$ cat src/rtl/rst_seq_ctl_pkg.sv
`default_nettype none
// ============================================================================
// Module   : rst_seq_pkg
// Purpose  : Shared definitions for the sequenced reset controller:
//            FSM state encoding, index-width helper and default timing.
// Ports    : none (package)
// Revision : 1.0 - initial release
// ============================================================================
package rst_seq_pkg;

  // FSM state encoding
  localparam logic [1:0] ST_HOLD      = 2'd0;
  localparam logic [1:0] ST_RELEASE   = 2'd1;
  localparam logic [1:0] ST_DONE      = 2'd2;
  localparam logic [1:0] ST_SW_ASSERT = 2'd3;

  // Default timing constants
  localparam int DEF_NUM_CH      = 4;
  localparam int DEF_CNT_W       = 8;
  localparam int DEF_HOLD_CYC    = 129;
  localparam int DEF_STAGE_GAP   = 16;
  localparam int DEF_SW_PULSE    = 8;
  localparam int DEF_SYNC_STAGES = 2;

  // ceil(log2(n)), never less than 1 so a single channel still gets an index bit
  function automatic int clog2_min1(input int n);
    int r;
    r = 0;
    while ((1 << r) < n) r++;
    return (r < 1) ? 1 : r;
  endfunction

endpackage

`default_nettype wire

$ cat src/rtl/rst_seq_ctl_if.sv
`default_nettype none
// ============================================================================
// Module   : rst_seq_ctl_if
// Purpose  : Control/status bundle of the sequenced reset controller.
// Ports    : ch_en, sw_rst_req (to controller);
//            rstb_out, seq_done, sw_rst_ack (from controller)
//            modport master = user side, slave = controller side
// Revision : 1.0 - initial release
// ============================================================================
interface rst_seq_ctl_if #(
  parameter int NUM_CH = 4
) ();
  logic [NUM_CH-1:0] ch_en;
  logic              sw_rst_req;
  logic [NUM_CH-1:0] rstb_out;
  logic              seq_done;
  logic              sw_rst_ack;

  modport master (
    output ch_en, sw_rst_req,
    input  rstb_out, seq_done, sw_rst_ack
  );

  modport slave (
    input  ch_en, sw_rst_req,
    output rstb_out, seq_done, sw_rst_ack
  );
endinterface

`default_nettype wire

$ cat src/rtl/rst_sync_chain.sv
`default_nettype none
// ============================================================================
// Module   : rst_sync_chain
// Purpose  : Async-assert / sync-deassert reset synchroniser.
// Ports    : clk        - clock
//            rstb_in    - asynchronous active-low reset
//            rst_sync_n - synchronised active-low reset (last stage)
// Revision : 1.0 - initial release
// ============================================================================
module rst_sync_chain #(
  parameter int STAGES = 2
) (
  input  logic clk,
  input  logic rstb_in,
  output logic rst_sync_n
);

  logic [STAGES-1:0] sync_q;
  logic [STAGES-1:0] sync_d;

  // Shift a constant 1 in; the chain is cleared as a whole by rstb_in
  always_comb begin
    sync_d = {sync_q[STAGES-2:0], 1'b1};
  end

  always_ff @(posedge clk or negedge rstb_in) begin
    if (!rstb_in) sync_q <= '0;
    else          sync_q <= sync_d;
  end

  assign rst_sync_n = sync_q[STAGES-1];

endmodule

`default_nettype wire

$ cat src/rtl/rst_seq_ctl.sv
`default_nettype none
// ============================================================================
// Module   : rst_seq_ctl
// Purpose  : Synchronises rstb_in, holds reset HOLD_CYC cycles, then releases
//            NUM_CH reset domains in index order STAGE_GAP cycles apart.
//            Supports per-channel enable and software re-reset with ack.
// Ports    : clk     - sole clock
//            rstb_in - asynchronous active-low reset
//            bus     - slave side: ch_en, sw_rst_req in;
//                      rstb_out, seq_done, sw_rst_ack out
// Revision : 1.0 - initial release
// ============================================================================
module rst_seq_ctl
  import rst_seq_pkg::*;
#(
  parameter int NUM_CH      = DEF_NUM_CH,
  parameter int CNT_W       = DEF_CNT_W,
  parameter int HOLD_CYC    = DEF_HOLD_CYC,
  parameter int STAGE_GAP   = DEF_STAGE_GAP,
  parameter int SW_PULSE    = DEF_SW_PULSE,
  parameter int SYNC_STAGES = DEF_SYNC_STAGES
) (
  input  logic          clk,
  input  logic          rstb_in,
  rst_seq_ctl_if.slave  bus
);

  localparam int IDX_W = clog2_min1(NUM_CH);

  localparam logic [CNT_W-1:0] HOLD_LAST = CNT_W'(HOLD_CYC - 1);
  localparam logic [CNT_W-1:0] GAP_LAST  = CNT_W'(STAGE_GAP - 1);
  localparam logic [CNT_W-1:0] SW_LAST   = CNT_W'(SW_PULSE - 1);
  localparam logic [IDX_W-1:0] IDX_LAST  = IDX_W'(NUM_CH - 1);

  // Elaboration-time parameter legality
  if (NUM_CH < 1) begin : g_bad_num_ch
    $error("rst_seq_ctl: NUM_CH must be >= 1");
  end
  if (SYNC_STAGES < 2) begin : g_bad_sync
    $error("rst_seq_ctl: SYNC_STAGES must be >= 2");
  end
  if (HOLD_CYC < 1 || STAGE_GAP < 1 || SW_PULSE < 1) begin : g_bad_timing
    $error("rst_seq_ctl: HOLD_CYC, STAGE_GAP and SW_PULSE must be >= 1");
  end
  if (HOLD_CYC > (1 << CNT_W) || STAGE_GAP > (1 << CNT_W) ||
      SW_PULSE > (1 << CNT_W)) begin : g_bad_cnt_w
    $error("rst_seq_ctl: CNT_W too narrow for the timing parameters");
  end

  logic rst_sync_n;

  rst_sync_chain #(.STAGES(SYNC_STAGES)) u_sync (
    .clk        (clk),
    .rstb_in    (rstb_in),
    .rst_sync_n (rst_sync_n)
  );

  logic [1:0]        state_q,    state_d;
  logic [CNT_W-1:0]  cnt_q,      cnt_d;
  logic [IDX_W-1:0]  idx_q,      idx_d;
  logic [NUM_CH-1:0] rstb_out_q, rstb_out_d;
  logic              seq_done_q, seq_done_d;
  logic              ack_q,      ack_d;
  logic              sw_pend_q,  sw_pend_d;   // sequence was started by software

  always_comb begin
    state_d    = state_q;
    cnt_d      = cnt_q;
    idx_d      = idx_q;
    rstb_out_d = rstb_out_q;
    seq_done_d = seq_done_q;
    ack_d      = 1'b0;
    sw_pend_d  = sw_pend_q;

    case (state_q)
      ST_HOLD: begin
        if (!rst_sync_n) begin
          cnt_d = '0;
        end else if (cnt_q == HOLD_LAST) begin
          state_d = ST_RELEASE;
          cnt_d   = '0;
          idx_d   = '0;
        end else begin
          cnt_d = cnt_q + 1'b1;
        end
      end

      ST_RELEASE: begin
        // A disabled channel still consumes its slot, it just stays low
        if (cnt_q == '0) rstb_out_d[idx_q] = bus.ch_en[idx_q];
        if (idx_q == IDX_LAST) begin
          state_d    = ST_DONE;
          seq_done_d = 1'b1;
          cnt_d      = '0;
          ack_d      = sw_pend_q;
          sw_pend_d  = 1'b0;
        end else if (cnt_q == GAP_LAST) begin
          cnt_d = '0;
          idx_d = idx_q + 1'b1;
        end else begin
          cnt_d = cnt_q + 1'b1;
        end
      end

      ST_DONE: begin
        // Falling enables drop immediately; rising ones wait for a new sequence
        rstb_out_d = rstb_out_q & bus.ch_en;
        if (bus.sw_rst_req) begin
          state_d    = ST_SW_ASSERT;
          rstb_out_d = '0;
          seq_done_d = 1'b0;
          cnt_d      = '0;
        end
      end

      ST_SW_ASSERT: begin
        if (cnt_q == SW_LAST) begin
          state_d   = ST_HOLD;
          cnt_d     = '0;
          sw_pend_d = 1'b1;
        end else begin
          cnt_d = cnt_q + 1'b1;
        end
      end

      default: state_d = ST_HOLD;
    endcase
  end

  always_ff @(posedge clk or negedge rstb_in) begin
    if (!rstb_in) begin
      state_q    <= ST_HOLD;
      cnt_q      <= '0;
      idx_q      <= '0;
      rstb_out_q <= '0;
      seq_done_q <= 1'b0;
      ack_q      <= 1'b0;
      sw_pend_q  <= 1'b0;
    end else begin
      state_q    <= state_d;
      cnt_q      <= cnt_d;
      idx_q      <= idx_d;
      rstb_out_q <= rstb_out_d;
      seq_done_q <= seq_done_d;
      ack_q      <= ack_d;
      sw_pend_q  <= sw_pend_d;
    end
  end

  assign bus.rstb_out   = rstb_out_q;
  assign bus.seq_done   = seq_done_q;
  assign bus.sw_rst_ack = ack_q;

endmodule

`default_nettype wire
$ cat src/flat_wrapper.sv
// flat-port wrapper written by rule: the top's interface ports become plain ports
module rst_seq_ctl_flat import rst_seq_pkg::*;
#(
  parameter int NUM_CH      = DEF_NUM_CH,
  parameter int CNT_W       = DEF_CNT_W,
  parameter int HOLD_CYC    = DEF_HOLD_CYC,
  parameter int STAGE_GAP   = DEF_STAGE_GAP,
  parameter int SW_PULSE    = DEF_SW_PULSE,
  parameter int SYNC_STAGES = DEF_SYNC_STAGES
)
  (clk, rstb_in, bus_ch_en, bus_sw_rst_req, bus_rstb_out, bus_seq_done, bus_sw_rst_ack);
  rst_seq_ctl_if #(.NUM_CH(NUM_CH)) bus_i ();
  input  logic clk;
  input  logic rstb_in;
  input wire logic [$bits(bus_i.ch_en)-1:0] bus_ch_en;
  input wire logic [$bits(bus_i.sw_rst_req)-1:0] bus_sw_rst_req;
  output wire logic [$bits(bus_i.rstb_out)-1:0] bus_rstb_out;
  output wire logic [$bits(bus_i.seq_done)-1:0] bus_seq_done;
  output wire logic [$bits(bus_i.sw_rst_ack)-1:0] bus_sw_rst_ack;
  assign bus_i.ch_en = bus_ch_en;
  assign bus_i.sw_rst_req = bus_sw_rst_req;
  assign bus_rstb_out = bus_i.rstb_out;
  assign bus_seq_done = bus_i.seq_done;
  assign bus_sw_rst_ack = bus_i.sw_rst_ack;
  rst_seq_ctl #(.NUM_CH(NUM_CH), .CNT_W(CNT_W), .HOLD_CYC(HOLD_CYC), .STAGE_GAP(STAGE_GAP), .SW_PULSE(SW_PULSE), .SYNC_STAGES(SYNC_STAGES)) u_core (.clk(clk), .rstb_in(rstb_in), .bus(bus_i));
endmodule
$ cat config.mk
export PLATFORM = sky130hd
export DESIGN_NAME = rst_seq_ctl_flat
export DESIGN_NICKNAME = d
export VERILOG_FILES = /design/src/rtl/rst_seq_ctl_pkg.sv /design/src/rtl/rst_seq_ctl_if.sv /design/src/rtl/rst_sync_chain.sv /design/src/rtl/rst_seq_ctl.sv /design/src/flat_wrapper.sv
export SDC_FILE = /design/constraint.sdc
export NUM_CORES = 1
export LEC_CHECK = 0
export ABC_AREA = 1
export BUFFER_PORTS_ARGS = -buffer_cell sky130_fd_sc_hd__buf_2
export CAP_MARGIN = 25
export CORE_MARGIN = 2
export CORE_UTILIZATION = 58
export CTS_CLUSTER_SIZE = 30
export DETAILED_ROUTE_END_ITERATION = 10
export GPL_TIMING_DRIVEN = 0
export PLACE_DENSITY = 0.78
export SYNTH_ARGS = -nofsm -noshare
export SYNTH_HDL_FRONTEND = slang
export SYNTH_SLANG_ARGS = --single-unit
$ cat constraint.sdc
create_clock -name clk -period 1.9 [get_ports clk]
set_input_delay 0.19 -clock clk [delete_from_list [all_inputs] [get_ports clk]]
set_output_delay 0.19 -clock clk [all_outputs]
set_load 0.03 [all_outputs]
==> results.md, run 1 <==
- Routed Antenna Nets: 0
- Die area: 2850 um2
- Skew-Pair Late Insertion Delay: 0.31 ns
- P per Cell Area: 475 nW/um2
- Cell row count: 17
- Routed wl met2: 1.37 mm
- First-pass GRT wire length: 4.87 mm
- Ys flop type: dfrtp_1
- Asr flop ratio synth: 100%
- Yosys Warn Count: 0
- Placeable Area: 2250 um2
- CTS Buffer Depth: 2
- IO Count: 13
- Crit-path cells: inv_1 > ha_1 > buf_2 > nand3_1 > nor2_1 > nor2_2 > o21ai_0 > nand2_1
- Cell Area, Synth: 1420 um2
- Die H: 53.4 um
- Synth unique cells: 23
- Iteration-0 DRC Markers: 19
- HPWL Detailed: 2.14 mm
- Post-synthesis simple-gate area fraction: 32.2%
- Buffers on Ports: 12
- Gr ovfl total: 0
- Nets@finish: 217
- N_diodes: 0
- Sw frac: 24.5%
- Hold path startpoint: bus_sw_rst_req
- CP Max Fanout: 8
- Max Clock Freq: 609 MHz
- Final Max Tran Viols: 0
- Root Buffer: clkbuf_4
- TritonCTS sink count: 21
- Routability Congestion: 0.842
- Via count: 1215
- Clock share of power: 29.8%
- Fin crit period: 1.64 ns
- Most frequent cells in the layout: nand2_1 (41), dfrtp_1 (21), inv_1 (17), nor2_1 (17), nand3_1 (15)
- Layout cells sized above 1: 21.7%
- Clock-pin slew on the worst setup and hold paths: 0.12 ns
- Initial Utilization: 62.8%
- Outcome: finished, final reports clean
- GRT Util Overall: 23.7%
- WL met1: 1.33 mm
- Cells after DPL: 221
- Seq/Total Area, Yosys: 37.1%
- H-Tree Depth: 1
- Routed wire length: 2.83 mm
- Syn Area/Cell: 7.82 um2
- Metal3 WL: 85 um
- Largest family of logic cells by synthesized area: simple AND/OR/NAND/NOR gates
- Post-route DRC: 0
- RR Startpoint: u_core.state_q[1]
- Mux cell area share after synthesis: 0%
- Synthesized instance count: 181
- Sw Pwr: 0.000180 W
- Max-cap viol count: 0
- Post-synth EDFFs: 0
- Post-Synth XOR/XNOR Area: 2.48%
- Final setup fails: 0
- Via density: 5.38
- P&R area growth vs syn: 9.28%
- Setup TNS: 0 ns
- Crit path arrival time: 1.85 ns
- Buf/Inv on CP: 2
- Setup crit end kind: flop
- Max stage delay on crit path: 0.44 ns
- Number of synthesized register bits: 21
- Critical path class: reg2reg
- Post-synth net total: 199
- Static Leak: 0.718 nW
- Place WS: 0.309 ns
- CTS Buf Count: 3
- Routed wire length per instance: 12.5 um
- Largest net degree at the start of global routing: 22
- Post-synthesis adder-cell area fraction: 9.73%
- RSZ-0062 raised after global routing: false
- Final worst path period share: 86.5%
- Vias in the first global route: 1209
- Worst setup path start: u_core.state_q[1]
- Die Wd: 53.4 um
- Compound-gate portion of the synthesized area: 12.2%
- Initial antenna violation count: 0
- VDD IR max: 378 uV
- Worst Setup Slack, final: 0.257 ns
- Hold_ws: 0.196 ns
- Crit path launch type: flop
- Most common cell after layout, fill and taps aside: nand2_1
- Slowest cell on the critical path: dfrtp_1
- Required time worst endpoint: 2.10 ns
- Layout Cells excl Fill: 226
- Worst reg2reg setup slack: 0.26 ns
- Hold Path Class: in2reg
- Sequential share of power: 62.8%
- Comb power frac: 7.4%
- Max Used Layer: met4
- CTS tree: done
- Pint: 0.000555 W
- DRT Pass-1 Iters: 5
- PostCTS Resize Cnt: 0
- Final Hold Vio Count: 0
- CP delay by family, top: simple AND/OR/NAND/NOR gates
- Clk_skew: 0.00863 ns
cell families after synthesis:
group | Yosys count
AND/OR/NAND/NOR | 94
AO/OA/AOI/OAI | 28
buffers and inverters | 22
flip-flops | 21
adder cells (fa/ha/maj) | 11
XOR/XNOR | 4
other | 1
power groups by stage:
stage | Sequential, W | Combinational (W) | Clock, W
global route | 0.000463 | 0.0000625 | 0.000247
global placement | 0.000470 | 0.0000496 | 0
CTS | 0.000461 | 0.0000548 | 0.000228
finish | 0.000462 | 0.0000543 | 0.000219
detailed placement | 0.000470 | 0.0000515 | 0
floorplan | 0.000469 | 0.0000288 | 0
cell usage after synthesis, drive strengths merged, types with 2 or more instances:
cell	count	area, um2
buf	2	10.0
o21ai	17	92.6
ha	11	138
nand4	5	31.3
nor2	24	118
a21oi	10	72.6
dfrtp	21	526
nand2	47	206
inv	20	75.1
xor2	4	35.0
nand3	17	95.1
worst paths after layout:
| path | cells after the start | end |
|---|---|---|
| worst max-delay path | 8 | u_core.bus.rstb_out[0] |
| worst min-delay path | 4 | u_core.cnt_q[1] |
| worst max register to register | 8 | u_core.bus.rstb_out[0] |
| worst min register to register | 0 | u_core.u_sync.sync_q[1] |
| max in group asynchronous | 2 | u_core.bus.rstb_out[1] |
| min in group asynchronous | 2 | u_core.cnt_q[5] |
layer usage:
metal	GRT usage, %	up-vias
met2	38.7	26
li1	-	614
met5	0	-
met1	29.2	570
met4	13.2	0
met3	4.24	5
what timing repair did:
| action | 4_1_cts | 5_1_grt |
|---|---|---|
| buffers inserted | 0 | 0 |
| endpoints found under the hold margin | 21 | 0 |
| hold buffers | 1 | 0 |
per-stage QoR:
step	total power [W]	instance area (um2)	utilization [%]
floorplan	0.000497	1420	-
global placement	0.000519	1510	67.0
detailed placement	0.000522	1510	67.0
CTS	0.000744	1550	68.6
global route	0.000772	1550	68.6
finish	0.000735	1550	68.6
cell type report:
type / count / area (um2)
Buffer: 2 / 10.0
Clock buffer: 4 / 26.3
Fill cell: 185 / 708
Inverter: 20 / 75.1
Multi-Input combinational cell: 138 / 805
Sequential cell: 21 / 526
Tap cell: 28 / 35.0
Timing Repair Buffer: 13 / 70.1
sequential cells by signal, indices dropped and copies added (netlist names):
register               cells
u_core.state_q             2
u_core.u_sync.sync_q       2
u_core.cnt_q               8
u_core.bus.rstb_out        4
u_core.sw_pend_q           1
u_core.bus.sw_rst_ack      1
u_core.bus.seq_done        1
u_core.idx_q               2
worst reg2reg max path, cell delays in order (launching register included):
cell and delay [ns]:
dfrtp_1 0.44, inv_1 0.12, ha_1 0.15, buf_2 0.20, nand3_1 0.09, nor2_1 0.18
nor2_2 0.11, o21ai_0 0.18, nand2_1 0.07
(Power assumes the default switching activity.)
==> run 2, diff against run 1 <==
--- a/config.mk
+++ b/config.mk
@@ -9,11 +9,11 @@
 export BUFFER_PORTS_ARGS = -buffer_cell sky130_fd_sc_hd__buf_2
 export CAP_MARGIN = 25
 export CORE_MARGIN = 2
-export CORE_UTILIZATION = 58
+export CORE_UTILIZATION = 53
 export CTS_CLUSTER_SIZE = 30
 export DETAILED_ROUTE_END_ITERATION = 10
 export GPL_TIMING_DRIVEN = 0
-export PLACE_DENSITY = 0.78
+export PLACE_DENSITY = 0.75
 export SYNTH_ARGS = -nofsm -noshare
 export SYNTH_HDL_FRONTEND = slang
 export SYNTH_SLANG_ARGS = --single-unit
==> constraint.sdc (replaced) <==
create_clock -name clk -period 1.4 [get_ports clk]
set_input_delay 0.14 -clock clk [delete_from_list [all_inputs] [get_ports clk]]
set_output_delay 0.14 -clock clk [all_outputs]
set_load 0.03 [all_outputs]
==> run 2 against run 1 <==
Fmax rose by 12%. Power rose by 42%. Utilization rose by 7.2 points. Combinational power rose by 92%. Via count rose by 12%. The flow now finishes with violations (negative setup slack). Largest cell class unchanged. Critical path depth did not move. Critical endpoint is now u_core.cnt_q[3]. Die area rose by 8.7%. Critical path type unchanged.
==> results.md, run 2 (synthesized netlist as in run 1, its figures left out) <==
- Outcome: finished with violations
- Violated checks: negative setup slack
- Hold endpoint: u_core.bus.rstb_out[3]
- Most frequent cells in the layout: nand2_1 (33), dfrtp_1 (20), buf_4 (14)
- RSZ-0062 raised after global routing: true
- Met2 Use GR: 37.2% (-1.4 points)
- Setup crit end kind: flop
- Clk_skew: 0.00127 ns (-0.00736 ns)
- Required time worst endpoint: 1.65 ns (-0.45 ns)
- Root Buffer: clkbuf_4
- Routability Congestion: 0.828 (-1.7%)
- Fin crit period: 1.46 ns (-0.182 ns)
- Nets@finish: 232 (+6.9%)
- Biggest register: u_core.cnt_q
- Most used cell, CP: nand2_4
- Worst reg2reg setup slack: -0.06 ns (-0.32 ns)
- Fill cells: 158 (-15%)
- Die H: 55.7 um (+4.3%)
- DRT Pass-1 Iters: 4 (-1)
- Final Hold Vio Count: 0 (unchanged)
- Largest register FFs: 8 (unchanged)
- Final worst path period share: 104% (+18 points)
- Clock share of power: 29.3% (-0.5 points)
- First-pass GRT wire length: 5.49 mm (+13%)
- Placed cell areas: 1520 um2 (+0.33%)
- N_diodes: 0 (unchanged)
- Critical path class: reg2reg
- Placeable Area: 2500 um2 (+11%)
- Crit-path cells: inv_2 > ha_2 > buf_6 > nand2_4 > o21bai_4 > nand3_2 > nand2_4 > a21oi_2
- HPWL Detailed: 2.24 mm (+4.3%)
- Via count: 1356 (+12%)
- CTS tree: done
- Routed wire length per instance: 15.3 um (+23%)
- Cell row count: 18 (+1)
- Worst Setup Slack, final: -0.0605 ns (-0.318 ns)
- P per Cell Area: 551 nW/um2 (+16%)
- CTS Buffer Depth: 2 (unchanged)
- Die Wd: 55.7 um (+4.3%)
- Layout Cells excl Fill: 243 (+7.5%)
- Initial Utilization: 56.6% (-6.2 points)
- CP Max Fanout: 6 (-2)
- Max-cap viol count: 0 (unchanged)
- Worst r2r dst: u_core.cnt_q[3]
- Static Leak: 0.799 nW (+11%)
- Max stage delay on crit path: 0.41 ns (-0.03 ns)
- Crit path launch type: flop
- Hold path startpoint: bus_ch_en[3]
- VDD IR max: 439 uV (+16%)
- Sequential share of power: 60.7% (-2.1 points)
- Largest net degree at the start of global routing: 22 (unchanged)
- RR Startpoint: u_core.state_q[1]
- Crit path arrival time: 1.71 ns (-0.14 ns)
- Max Clock Freq: 685 MHz (+12%)
- Via density: 5.58 (+3.8%)
- Post-route cell area: 1900 um2 (+23%)
- Iteration-0 DRC Markers: 63 (+44)
- GRT Util Overall: 21.9% (-1.8 points)
- Buffers on Ports: 12 (unchanged)
- Post-route DRC: 0 (unchanged)
- R2r worst-path depth: 8 (unchanged)
- Comb power frac: 10.0% (+2.6 points)
- Die area: 3100 um2 (+8.7%)
- Most common cell after layout, fill and taps aside: nand2_1
- H-Tree Depth: 1 (unchanged)
- Sw frac: 26.2% (+1.7 points)
- GR peak layer: met2
- IO Count: 13 (unchanged)
- Clock-pin slew on the worst setup and hold paths: 0.12 ns (about the same)
- Routed wire length: 3.73 mm (+32%)
- Routing usage on met1: 28.4% (-0.71 points)
- Hold Path Class: in2reg
- Routed Antenna Nets: 0 (unchanged)
- Final Max Tran Viols: 0 (unchanged)
- Gr ovfl total: 0 (unchanged)
- Vias in the first global route: 1281 (+6.0%)
- Slowest cell on the critical path: dfrtp_1
- Place WS: -0.194 ns (-0.503 ns)
- Pint: 0.000770 W (+39%)
- Skew-Pair Late Insertion Delay: 0.31 ns (about the same)
- CTS Buf Count: 3 (unchanged)
- Final setup fails: 12 (+12)
- P&R area growth vs syn: 34.0%
- Cells after DPL: 223 (+0.90%)
- Initial antenna violation count: 0 (unchanged)
- Global routing usage on met3: 2.56% (-1.7 points)
- TritonCTS sink count: 21 (unchanged)
- Layout cells sized above 1: 45.1% (+23 points)
- Sw Pwr: 0.000274 W (+52%)
- Hold depth: 5 (+1)
[run 2: cell count changes in the layout (fill, tap and decap cells not counted), sizes merged]
cell	previous run	this run
inv	20	19
buf	14	29
clkinvlp	0	1
[run 2: metrics by stage]
step / hold slack (ns) / power (W) / util (%) / TNS (ns)
after floorplan: -0.156 / 0.000675 / - / 0
after global placement: 0.114 / 0.000705 / 60.6 / -1.13
after detailed placement: 0.117 / 0.000708 / 60.6 / -2.25
after CTS: 0.166 / 0.00101 / 68.6 / -0.283
after global routing: 0.212 / 0.00108 / 75.8 / -1.56
final: 0.176 / 0.00104 / 75.8 / -0.350
[run 2: worst max-delay path by stage]
stage,from,endpoint,cells past startpoint
2_1_floorplan,u_core.state_q[1],u_core.idx_q[1],10
4_1_cts,u_core.cnt_q[1],u_core.cnt_q[3],6
5_1_grt,u_core.cnt_q[0],u_core.state_q[0],9
3_3_place_gp,u_core.state_q[1],u_core.idx_q[1],10
6_report,u_core.state_q[1],u_core.cnt_q[3],8
3_5_place_dp,u_core.state_q[1],u_core.bus.rstb_out[1],8
[run 2: cell type report]
class	count	area, um2	area share (%)
multi-input cells	138	1020	53.7
inverters	20	83.8	4.42
clock buffers	4	26.3	1.39
plain buffers	2	16.3	0.858
repair buffers	28	186	9.83
flip-flops and latches	21	527	27.8
well taps	30	37.5	1.98
[run 2: critical path, delay by kind of cell, from the launching register on]
| family | cells | cell delay, ns |
|---|---|---|
| AOI/OAI and AO/OA | 2 | 0.32 |
| adders and majority gates | 1 | 0.16 |
| buffers and inverters | 2 | 0.20 |
| DFF | 1 | 0.41 |
| and+or+nand+nor | 3 | 0.29 |
[run 2: timing repair]
| action | 4_1_cts | 5_1_grt |
|---|---|---|
| hold buffers | 1 | 0 |
| resized for setup | 23 | 42 |
| setup buffers | 13 | 2 |
| endpoints found under the setup margin | 17 | 18 |
| endpoints found under the hold margin | 21 | 0 |
| pin swaps | 8 | 16 |
[run 2: power groups by stage]
stage | Clock, W | Sequential, W | Combinational [W]
after floorplan | 0 | 0.000636 | 0.0000391
after global placement | 0 | 0.000637 | 0.0000677
after detailed placement | 0 | 0.000638 | 0.0000698
after CTS | 0.000308 | 0.000627 | 0.0000785
after global routing | 0.000333 | 0.000635 | 0.000116
final | 0.000306 | 0.000634 | 0.000104
[run 2: per-layer routing]
metal / wire length (um) / up-vias
met5: 0 / -
met4: 133 / 0
li1: - / 652
met3: 182 / 16
met2: 1850 / 47
met1: 1570 / 641
==> run 3, diff against run 2 <==
--- a/config.mk
+++ b/config.mk
@@ -9,11 +9,11 @@
 export BUFFER_PORTS_ARGS = -buffer_cell sky130_fd_sc_hd__buf_2
 export CAP_MARGIN = 25
 export CORE_MARGIN = 2
-export CORE_UTILIZATION = 53
+export CORE_UTILIZATION = 60
 export CTS_CLUSTER_SIZE = 30
 export DETAILED_ROUTE_END_ITERATION = 10
 export GPL_TIMING_DRIVEN = 0
-export PLACE_DENSITY = 0.75
+export PLACE_DENSITY = 0.8
 export SYNTH_ARGS = -nofsm -noshare
 export SYNTH_HDL_FRONTEND = slang
 export SYNTH_SLANG_ARGS = --single-unit
==> constraint.sdc (replaced) <==
create_clock -name clk -period 1.8 [get_ports clk]
set_input_delay 0.18 -clock clk [delete_from_list [all_inputs] [get_ports clk]]
set_output_delay 0.18 -clock clk [all_outputs]
set_load 0.03 [all_outputs]
==> run 3 against run 2 <==
Via count fell by 8.0%. Critical path depth rose by 2. The flow now finishes without violations. Worst setup slack improved by 0.21 ns. Combinational power fell by 46%. Largest cell class unchanged.
==> results.md, run 3 (synthesized netlist as in run 1, its figures left out) <==
- Outcome: finished, final reports clean
- Post-route cell area: 1550 um2 (-18%)
- Post-route DRC: 0 (unchanged)
- Most used cell, CP: nand2_1
- N_diodes: 0 (unchanged)
- Via density: 5.52 (-1.1%)
- Final worst path period share: 91.8% (-13 points)
- Most frequent cells in the layout: nand2_1 (41), dfrtp_1 (21), inv_1 (17)
- CTS tree: done
- Crit path launch type: flop
- Setup TNS: 0 ns (+0.350 ns)
- Routability Congestion: 0.850 (+2.6%)
- Clock share of power: 29.7% (+0.4 points)
- Slowest cell on the critical path: dfrtp_1
- Final Hold Vio Count: 0 (unchanged)
- Sw Pwr: 0.000193 W (-29%)
- IO Count: 13 (unchanged)
- Sequential share of power: 63.0% (+2.3 points)
- Layout Cells excl Fill: 226 (-7.0%)
- Routed wire length per instance: 13.1 um (-15%)
- Final design utilization: 70.2% (-5.6 points)
- Comb power frac: 7.3% (-2.7 points)
- Buffers on Ports: 12 (unchanged)
- DRT Pass-1 Iters: 5 (+1)
- Placeable Area: 2210 um2 (-12%)
- Routed Antenna Nets: 0 (unchanged)
- First-pass GRT wire length: 5.09 mm (-7.4%)
- Fin crit period: 1.65 ns (+0.192 ns)
- Die Wd: 52.6 um (-5.6%)
- CTS Buffer Depth: 2 (unchanged)
- Max-cap viol count: 0 (unchanged)
- Placed cell areas: 1510 um2 (-0.33%)
- CP delay by family, top: buffers and inverters
- Die H: 52.6 um (-5.6%)
- Largest net degree at the start of global routing: 22 (unchanged)
- Final Max Tran Viols: 0 (unchanged)
- Worst reg2reg setup slack: 0.15 ns (+0.21 ns)
- Initial antenna violation count: 0 (unchanged)
- Hold Path Class: in2reg
- Via count: 1247 (-8.0%)
- Initial Utilization: 64.0% (+7.4 points)
- Layout cells sized above 1: 23.2% (-22 points)
- Most common cell after layout, fill and taps aside: nand2_1
- Cell row count: 17 (-1)
- HPWL Detailed: 2.30 mm (+2.7%)
- Crit path arrival time: 1.85 ns (+0.14 ns)
- GRT Util Overall: 25.0% (+3.1 points)
- Pint: 0.000582 W (-25%)
- Static Leak: 0.720 nW (-9.8%)
- Largest register FFs: 8 (unchanged)
- Die area: 2760 um2 (-11%)
- VDD IR max: 380 uV (-13%)
- Nets@finish: 217 (-6.5%)
- H-Tree Depth: 1 (unchanged)
- Max Clock Freq: 605 MHz (-12%)
- CTS Buf Count: 3 (unchanged)
- P per Cell Area: 499 nW/um2 (-9.4%)
- Setup crit end kind: flop
- Iteration-0 DRC Markers: 36 (-43%)
- Clk_skew: 0.00846 ns (+0.00719 ns)
- RSZ-0062 raised after global routing: false
- Fill cells: 184 (+16%)
- Sw frac: 24.9% (-1.3 points)
- CP Max Fanout: 8 (+2)
- Max stage delay on crit path: 0.44 ns (+0.03 ns)
- Crit-path cells: inv_1 > ha_1 > buf_2 > nand2_1 > inv_1 > nand2_1 > o21ai_2 > nand2_1 > nand2_1 > o21ai_1
- Tot Pwr: 0.000775 W (-26%)
- Gr ovfl total: 0 (unchanged)
- Critical path class: reg2reg
- Vias in the first global route: 1235 (-3.6%)
- Cells after DPL: 221 (-0.90%)
- Final setup fails: 0 (-12)
- Biggest register: u_core.cnt_q
- Skew-Pair Late Insertion Delay: 0.30 ns (about the same)
- Required time worst endpoint: 2.00 ns (+0.35 ns)
- TritonCTS sink count: 21 (unchanged)
- Routed wire length: 2.96 mm (-21%)
- P&R area growth vs syn: 9.73%
- Root Buffer: clkbuf_4
- Clock-pin slew on the worst setup and hold paths: 0.12 ns (about the same)
- Buf/Inv on CP: 3 (+1)
## run 3: final timing paths
kind                                              start                      end  cells past startpoint
worst max-delay path                  u_core.state_q[1]          u_core.idx_q[1]                     10
min in group asynchronous                       rstb_in          u_core.cnt_q[5]                      2
max in group asynchronous                       rstb_in          u_core.idx_q[1]                      2
worst min-delay path                     bus_sw_rst_req          u_core.cnt_q[1]                      4
worst min register to register  u_core.u_sync.sync_q[0]  u_core.u_sync.sync_q[1]                      0
worst max register to register        u_core.state_q[1]          u_core.idx_q[1]                     10
## run 3: power groups by stage
stage                     clock network (W)  registers, W   logic, W
after CTS                          0.000235      0.000488  0.0000561
after floorplan                           0      0.000495  0.0000304
after global routing               0.000250      0.000489  0.0000651
after global placement                    0      0.000496  0.0000522
after detailed placement                  0      0.000496  0.0000541
final                              0.000230      0.000488  0.0000566
## run 3: area by class of cell
| type | count | area, um2 | area share (%) |
|---|---|---|---|
| Inverter | 20 | 75.1 | 4.83 |
| Timing Repair Buffer | 13 | 70.1 | 4.51 |
| Tap cell | 28 | 35.0 | 2.26 |
| Clock inverter | 1 | 5.00 | 0.322 |
| Clock buffer | 3 | 22.5 | 1.45 |
| Multi-Input combinational cell | 138 | 810 | 52.1 |
| Sequential cell | 21 | 526 | 33.8 |
| Buffer | 2 | 10.0 | 0.645 |
## run 3: what timing repair did
| item | CTS | global route |
|---|---|---|
| hold buffers | 1 | 0 |
| endpoints found under the setup margin | 0 | 3 |
| endpoints found under the hold margin | 21 | 0 |
| setup buffers | 0 | 0 |
| gates resized for setup | 0 | 2 |
## run 3: through the flow
stage | setup slack (ns) | hold slack, ns
floorplan | 0.386 | -0.116
global placement | 0.264 | 0.147
detailed placement | 0.189 | 0.156
CTS | 0.164 | 0.188
global route | 0.0134 | 0.199
finish | 0.148 | 0.192
## run 3: routing by layer
metal / routed length, um / global-route usage [%]
met1: 1320 / 31.2
met2: 1520 / 43.1
met3: 103 / 2.86
met4: 16 / 10.7
met5: 0 / 0
## run 3: worst register-to-register path, cell delays in order, from the launching register on
cell	delay, ns
dfrtp_1	0.44
inv_1	0.12
ha_1	0.15
buf_2	0.20
nand2_1	0.10
inv_1	0.14
nand2_1	0.09
o21ai_2	0.07
nand2_1	0.10
nand2_1	0.07
o21ai_1	0.06
